### src/rtl/gf180mcu_osu_sc_gp12t3v3__tie_rel_pkg.sv
// Shared types and constants for the tie-low release sequencer.
package gf180mcu_osu_sc_gp12t3v3__tie_rel_pkg;

  typedef enum logic [1:0] {
    IDLE  = 2'd0,
    COUNT = 2'd1,
    HELD  = 2'd2
  } state_t;

  localparam int N_GROUPS_DEF = 4;
  localparam int DLY_W_DEF    = 8;

  // Group index width; a single group still needs a 1-bit index.
  function automatic int idx_w(input int n);
    return (n <= 1) ? 1 : $clog2(n);
  endfunction

endpackage

### src/rtl/gf180mcu_osu_sc_gp12t3v3__tie_rel_cnt.sv
// Loadable gap down-counter; load wins over decrement, and it saturates at zero.
// Zero flag is decoded from the registered count.
module gf180mcu_osu_sc_gp12t3v3__tie_rel_cnt
  import gf180mcu_osu_sc_gp12t3v3__tie_rel_pkg::*;
#(
  parameter int DLY_W = DLY_W_DEF
) (
  input  logic             clk,
  input  logic             rst,
  input  logic             load,
  input  logic [DLY_W-1:0] load_val,
  input  logic             dec,
  output logic             zero
);

  logic [DLY_W-1:0] cnt;

  always_ff @(posedge clk) begin
    if (rst) begin
      cnt <= '0;
    end else if (load) begin
      cnt <= load_val;
    end else if (dec && (cnt != '0)) begin
      cnt <= cnt - DLY_W'(1);
    end
  end

  assign zero = (cnt == '0);

endmodule

### src/rtl/gf180mcu_osu_sc_gp12t3v3__tie_rel_seq.sv
// Tie-off release sequencer: holds Y low, then on START releases one group per (DLY+1) cycles.
// All outputs registered; START is ignored while a sequence runs or is held.
module gf180mcu_osu_sc_gp12t3v3__tie_rel_seq
  import gf180mcu_osu_sc_gp12t3v3__tie_rel_pkg::*;
#(
  parameter int N_GROUPS = N_GROUPS_DEF,
  parameter int DLY_W    = DLY_W_DEF
) (
  input  logic                CLK,
  input  logic                RST,
  input  logic                START,
  input  logic                ABORT,
  input  logic [DLY_W-1:0]    DLY,
  output logic [N_GROUPS-1:0] Y,
  output logic                BUSY,
  output logic                DONE
);

  localparam int IW = idx_w(N_GROUPS);
  localparam logic [IW-1:0] LAST_IDX = IW'(N_GROUPS - 1);
  localparam logic [N_GROUPS-1:0] ONE_HOT0 = N_GROUPS'(1);

  state_t           state;
  logic [DLY_W-1:0] dly_q;
  logic [IW-1:0]    idx;
  logic             cnt_load;
  logic             cnt_dec;
  logic [DLY_W-1:0] cnt_val;
  logic             cnt_zero;

  specify
  endspecify

  // Counter is reloaded on sequence start and on every non-final release.
  always_comb begin
    cnt_load = 1'b0;
    cnt_dec  = 1'b0;
    cnt_val  = '0;
    if (ABORT) begin
      cnt_load = 1'b1;
    end else begin
      case (state)
        IDLE: begin
          if (START) begin
            cnt_load = 1'b1;
            cnt_val  = DLY;
          end
        end
        COUNT: begin
          if (!cnt_zero) begin
            cnt_dec = 1'b1;
          end else if (idx != LAST_IDX) begin
            cnt_load = 1'b1;
            cnt_val  = dly_q;
          end
        end
        default: ;
      endcase
    end
  end

  gf180mcu_osu_sc_gp12t3v3__tie_rel_cnt #(
    .DLY_W (DLY_W)
  ) u_cnt (
    .clk      (CLK),
    .rst      (RST),
    .load     (cnt_load),
    .load_val (cnt_val),
    .dec      (cnt_dec),
    .zero     (cnt_zero)
  );

  always_ff @(posedge CLK) begin
    if (RST) begin
      state <= IDLE;
      dly_q <= '0;
      idx   <= '0;
      Y     <= '0;
      BUSY  <= 1'b0;
      DONE  <= 1'b0;
    end else if (ABORT) begin
      state <= IDLE;
      idx   <= '0;
      Y     <= '0;
      BUSY  <= 1'b0;
      DONE  <= 1'b0;
    end else begin
      case (state)
        IDLE: begin
          if (START) begin
            state <= COUNT;
            dly_q <= DLY;
            idx   <= '0;
            BUSY  <= 1'b1;
          end
        end
        COUNT: begin
          if (cnt_zero) begin
            Y <= Y | (ONE_HOT0 << idx);
            if (idx == LAST_IDX) begin
              state <= HELD;
              BUSY  <= 1'b0;
              DONE  <= 1'b1;
            end else begin
              idx <= idx + IW'(1);
            end
          end
        end
        HELD: ;
        default: state <= IDLE;
      endcase
    end
  end

endmodule

### config.mk
export PLATFORM = sky130hd
export DESIGN_NAME = gf180mcu_osu_sc_gp12t3v3__tie_rel_seq
export DESIGN_NICKNAME = d
export VERILOG_FILES = /design/src/rtl/gf180mcu_osu_sc_gp12t3v3__tie_rel_pkg.sv /design/src/rtl/gf180mcu_osu_sc_gp12t3v3__tie_rel_cnt.sv /design/src/rtl/gf180mcu_osu_sc_gp12t3v3__tie_rel_seq.sv
export SDC_FILE = /design/constraint.sdc
export NUM_CORES = 1
export LEC_CHECK = 0
export ABC_AREA = 1
export CORE_ASPECT_RATIO = 1.4
export CORE_UTILIZATION = 59
export CTS_CLUSTER_DIAMETER = 150
export DETAILED_ROUTE_END_ITERATION = 8
export PLACE_DENSITY = 0.83
export SLEW_MARGIN = 25
export SYNTH_ARGS = -nofsm -noshare
export SYNTH_HDL_FRONTEND = slang
export SYNTH_SLANG_ARGS = --single-unit
### constraint.sdc
create_clock -name CLK -period 2.4 [get_ports CLK]
set_input_delay 0.6 -clock CLK [delete_from_list [all_inputs] [get_ports CLK]]
set_output_delay 0.6 -clock CLK [all_outputs]
set_load 0.005 [all_outputs]
# Word level (Yosys, flattened, before mapping)
# Index checks and enable logic that the tools add are counted.
[totals]
reg_bits = 26
latchBits = 0
ram_bits = 0
mem_bits_ro = 0
input_bits = 12
output_inout_bits = 6
wordCells = 61
mem_count = 0
[op_classes]
n_addsub = 2
n_mul = 0
n_div = 0
order_cmp = 0
eq_ne = 8
shifts = 1
muxes = 27
n_bitwise = 3
reduce_logical = 13
[op_table]
columns = ["op", "count"]
rows = [
  ["$mux W8", 6],
  ["$pmux W8 S2", 1],
  ["$mux W2", 6],
  ["$reduce_and A4 Y1", 3],
  ["$mux W1", 10],
  ["$ne A2 B2 Y1 const B", 5],
  ["$logic_not A8 Y1", 1],
  ["$reduce_bool A8 Y1", 1],
  ["$sub A8 B1 Y8 const B", 1],
  ["$pmux W2 S3", 1],
  ["$reduce_and A3 Y1", 2],
  ["$eq A2 B2 Y1 const B", 2],
  ["$or A4 B4 Y4", 1],
  ["$pmux W1 S2", 2],
  ["$pmux W2 S2", 1],
  ["$reduce_bool A2 Y1", 2],
  ["$shl A1 B2 Y4 const A", 1],
  ["$add A2 B1 Y2 const B", 1],
  ["$eq A2 B1 Y1 const B", 1],
  ["$logic_not A2 Y1", 1],
  ["$not A1 Y1", 2],
  ["$reduce_and A2 Y1", 1],
  ["$reduce_or A2 Y1", 1],
  ["$logic_and A1 B1 Y1", 1],
]

# Depth between registers and ports, before layout
[depth]
ltp_word = 7
mapped_depth = 11
ltp_nobuf = 10

# Hierarchy
# From an unflattened synthesis, not the netlist that was laid out.
[hier_totals]
hier_cells = 236
hier_area_um2 = 1510.2
[modules_own_cells]
columns = ["mod", "instances", "cells_each", "area_each_um2", "seq_area_each_um2"]
rows = [
  ["gf180mcu_osu_sc_gp12t3v3__tie_rel_seq", 1, 132, 909.6, 360.3],
  ["gf180mcu_osu_sc_gp12t3v3__tie_rel_cnt", 1, 104, 600.6, 160.2],
]

# Worst setup path after synthesis
# Ideal clock, no wire load.
[synth_path]
path_type = "input to register"
startpoint = "input port START"
endpoint = "register dly_q[0]"
setup_ps = 132
arrival_time_ps = 1299
path_slack_ps = 969
cell_stages = 5
path_buffers = 0
cell_sequence = "nand3_2 > nor2_2 > inv_1 > nand2_1 > a21oi_1"
[synth_between]
elab_chain_len = 1
[synth_lines]
columns = ["element", "line_no", "source"]
rows = [
  ["start, declared", "gf180mcu_osu_sc_gp12t3v3__tie_rel_seq.sv:11", "input logic START,"],
  ["$reduce_and A3 Y1 (no source line)", "-", ""],
  ["end signal, assigned", "gf180mcu_osu_sc_gp12t3v3__tie_rel_seq.sv:76", "dly_q <= '0;"],
  ["end signal, assigned", "gf180mcu_osu_sc_gp12t3v3__tie_rel_seq.sv:92", "dly_q <= DLY;"],
  ["end, declared", "gf180mcu_osu_sc_gp12t3v3__tie_rel_seq.sv:24", "logic [DLY_W-1:0] dly_q;"],
]
# Every way passes these cells.
# A chain may end at the register's enable or synchronous reset.

# Worst setup path after layout
[layout_path]
startpoint = "register Y[3]"
endpoint = "output port Y[3]"
[layout_rtl]
columns = ["element", "line_no", "source"]
rows = [
  ["start, declared", "gf180mcu_osu_sc_gp12t3v3__tie_rel_seq.sv:14", "output logic [N_GROUPS-1:0] Y,"],
  ["start signal, assigned", "gf180mcu_osu_sc_gp12t3v3__tie_rel_seq.sv:99", "Y <= Y | (ONE_HOT0 << idx);"],
]
# No word-level cell between the ends.

==> run metrics <==
status=finished, final reports clean; Antenna Violating Nets Remaining=0; PwrDens=523 mW/mm^2; Reg2Reg Depth=9; FF-to-FF End=u_cnt.cnt[0]$_SDFFE_PP0P_; post-cts sizing count=0; crit-path max FO=2; worst clock skew=2.80 ps; Crit path largest cell delay=500 ps; Synth top area share=0.334; register bit total from synthesis=26; cells after synthesis=239; RSZ-0062 raised after global routing=no; Final Max Slew Viols=0; hold endpoint=Y[2]$_SDFFE_PP0P_; Mean Syn Cell Area=6.52 um^2; worst slew pin tran=359 ps; Area contributors post-synth=dfxtp_1, nand2_1, nor2_1; Synth area leader=dfxtp_1; worst skew pair latency=320 ps; worst-path cell chain=clkdlybuf4s50_1; layout cells sized above 1=0.0930; net switching power=0.301 mW; Cell Int Power=0.638 mW; I/O Buffers=17; CTS tree=yes; CTS root buf=clkbuf_4; grt total ovfl=0; Detailed Routing Iterations Pass 1=4; cts bufs inserted=3; Comb pwr share=0.266; H-tree Lvls=1; hold depth=2; clock sink total=26; initial antenna violation count=0; hold buffer count at cts=0; Die X=45.4 um; Core Util, Final=0.735; total I/O pin count=18; Syn. warnings=0; DIE HEIGHT=62.8 um; most common cell after layout, fill and taps aside=nand2_1; core area=0.00244 mm^2; detailed-route vias per instance=4.98; Longest Clk Path Bufs=2; reg-to-reg startpoint=u_cnt.cnt[0]$_SDFFE_PP0P_; min-delay worst type=reg2reg; CP delay by family, top=buffers and inverters; drt drc=0; number of max-cap violations=0; initial drt markers=41; most frequent cells in the layout=nand2_1, nor2_1, dfxtp_1, inv_1, a21oi_1; Reg power frac=0.499; layout net count=277; Cell Area, Synth=0.00156 mm^2; TNS Setup=0 ps; area of the multi-input gates=892 um^2; final wirelength=3.08 mm; Distinct cells, synth=27; Register Area=520 um^2; std cell rows=21; clock share of power=0.236; net count after synthesis=257; via count=1455; vias in the first global route=1344; period utilization=0.741; post-CTS setup buffers=0; Max-slew headroom=0.760; Diodes inserted=0; largest net degree at the start of global routing=15; critical path type=reg2out; Lkg Pwr=0.791 nW; routed wire length per instance=10.6 um; HPWL after DPL=2.40 mm; Final Hold Fails=0; Reg2Reg Setup Slack=690 ps; Worst Setup End Kind=primary output; slowest CP cell=clkdlybuf4s50_1; area grow syn2layout=15.3%; full die area=0.00285 mm^2; fillers=212; switch share=0.321; worst path arrival time=1180 ps; Peak supply drop=0.419 mV; Worst Hold Launch=Y[2]$_SDFFE_PP0P_; gr usage total=0.253; Buf+Inv Stages, Crit Path=1; Crit. Startpoint=Y[3]$_SDFFE_PP0P_; Setup crit start kind=flip-flop; Max Fclk=0.562 GHz; part of the Yosys area used for sequential elements=0.334; first-pass GRT wire length=5.56 mm; Final Setup Violations=0; crit path time final=1780 ps; CP Data Required Time=1800 ps; Routability Congestion=0.842; Initial Util=0.637; clock-pin transition on the worst setup and hold timing paths=140 ps
routing by layer:
layer  GRT usage  up-vias  wire length [um]
li1            -      793                 -
met1       0.307      641              1440
met2       0.443       16              1550
met3      0.0202        5                44
met4      0.0871        0                42
met5           0        -                 0
logic make-up after synthesis:
| family | count (synthesis) | share of synthesized area |
|---|---|---|
| simple gates | 139 | 0.408 |
| flops | 26 | 0.334 |
| xor+xnor | 2 | 0.0112 |
| fa+ha+maj | 6 | 0.0482 |
| compound gates | 31 | 0.105 |
| buf+inv | 35 | 0.0932 |
per-stage QoR:
step | instance area (um^2) | setup WS [ps] | instances | power, mW | hold slack, ps
6_report | 1800 | 621 | 292 | 0.940 | 458
4_1_cts | 1800 | 612 | 292 | 0.942 | 459
3_3_place_gp | 1760 | 350 | 288 | 0.724 | 436
2_1_floorplan | 1560 | 969 | 239 | 0.668 | 442
5_1_grt | 1800 | 486 | 292 | 0.997 | 475
3_5_place_dp | 1760 | 320 | 288 | 0.725 | 442
Yosys cell counts:
library cell  instances
a21oi_1              24
a21oi_2               1
buf_2                 2
buf_4                 1
buf_6                 1
clkbuf_1              1
clkinv_1              1
dfxtp_1              26
ha_1                  6
inv_1                25
inv_2                 4
nand2_1              70
nand2_2               3
nand2_4               1
nand3_1              15
nand3_2               1
nand3_4               1
nand4_1               6
nor2_1               35
nor2_2                2
nor2_4                3
nor2_8                1
nor3_1                1
o211ai_1              1
o21a_1                1
o21ai_0               4
xor2_1                2
power groups by stage:
stage | Sequential, mW | Clock [mW] | Combinational, mW
6_report | 0.469 | 0.221 | 0.250
5_1_grt | 0.471 | 0.244 | 0.282
4_1_cts | 0.469 | 0.224 | 0.250
3_5_place_dp | 0.478 | 0 | 0.247
3_3_place_gp | 0.478 | 0 | 0.246
2_1_floorplan | 0.475 | 0 | 0.193
flip-flops by register name, indices dropped and copies added (netlist names):
register   flops
BUSY           1
DONE           1
Y              4
dly_q          8
idx            2
state          2
u_cnt.cnt      8
worst max path at each step:
stage | to | slack [ps] | depth (start not counted)
2_1_floorplan | dly_q[0]$_SDFFE_PP0P_ | 970 | 5
3_3_place_gp | u_cnt.cnt[0]$_SDFFE_PP0P_ | 350 | 7
3_5_place_dp | u_cnt.cnt[0]$_SDFFE_PP0P_ | 320 | 7
4_1_cts | Y[3] | 610 | 1
5_1_grt | u_cnt.cnt[2]$_SDFFE_PP0P_ | 490 | 7
6_report | Y[3] | 620 | 1
area by class of cell:
| class | instances | area share |
|---|---|---|
| repair buffers | 20 | 0.107 |
| well taps | 34 | 0.0237 |
| flip-flops and latches | 26 | 0.290 |
| multi-input cells | 178 | 0.497 |
| inverters | 30 | 0.0627 |
| clock buffers | 4 | 0.0202 |
(Power assumes the default switching activity.)
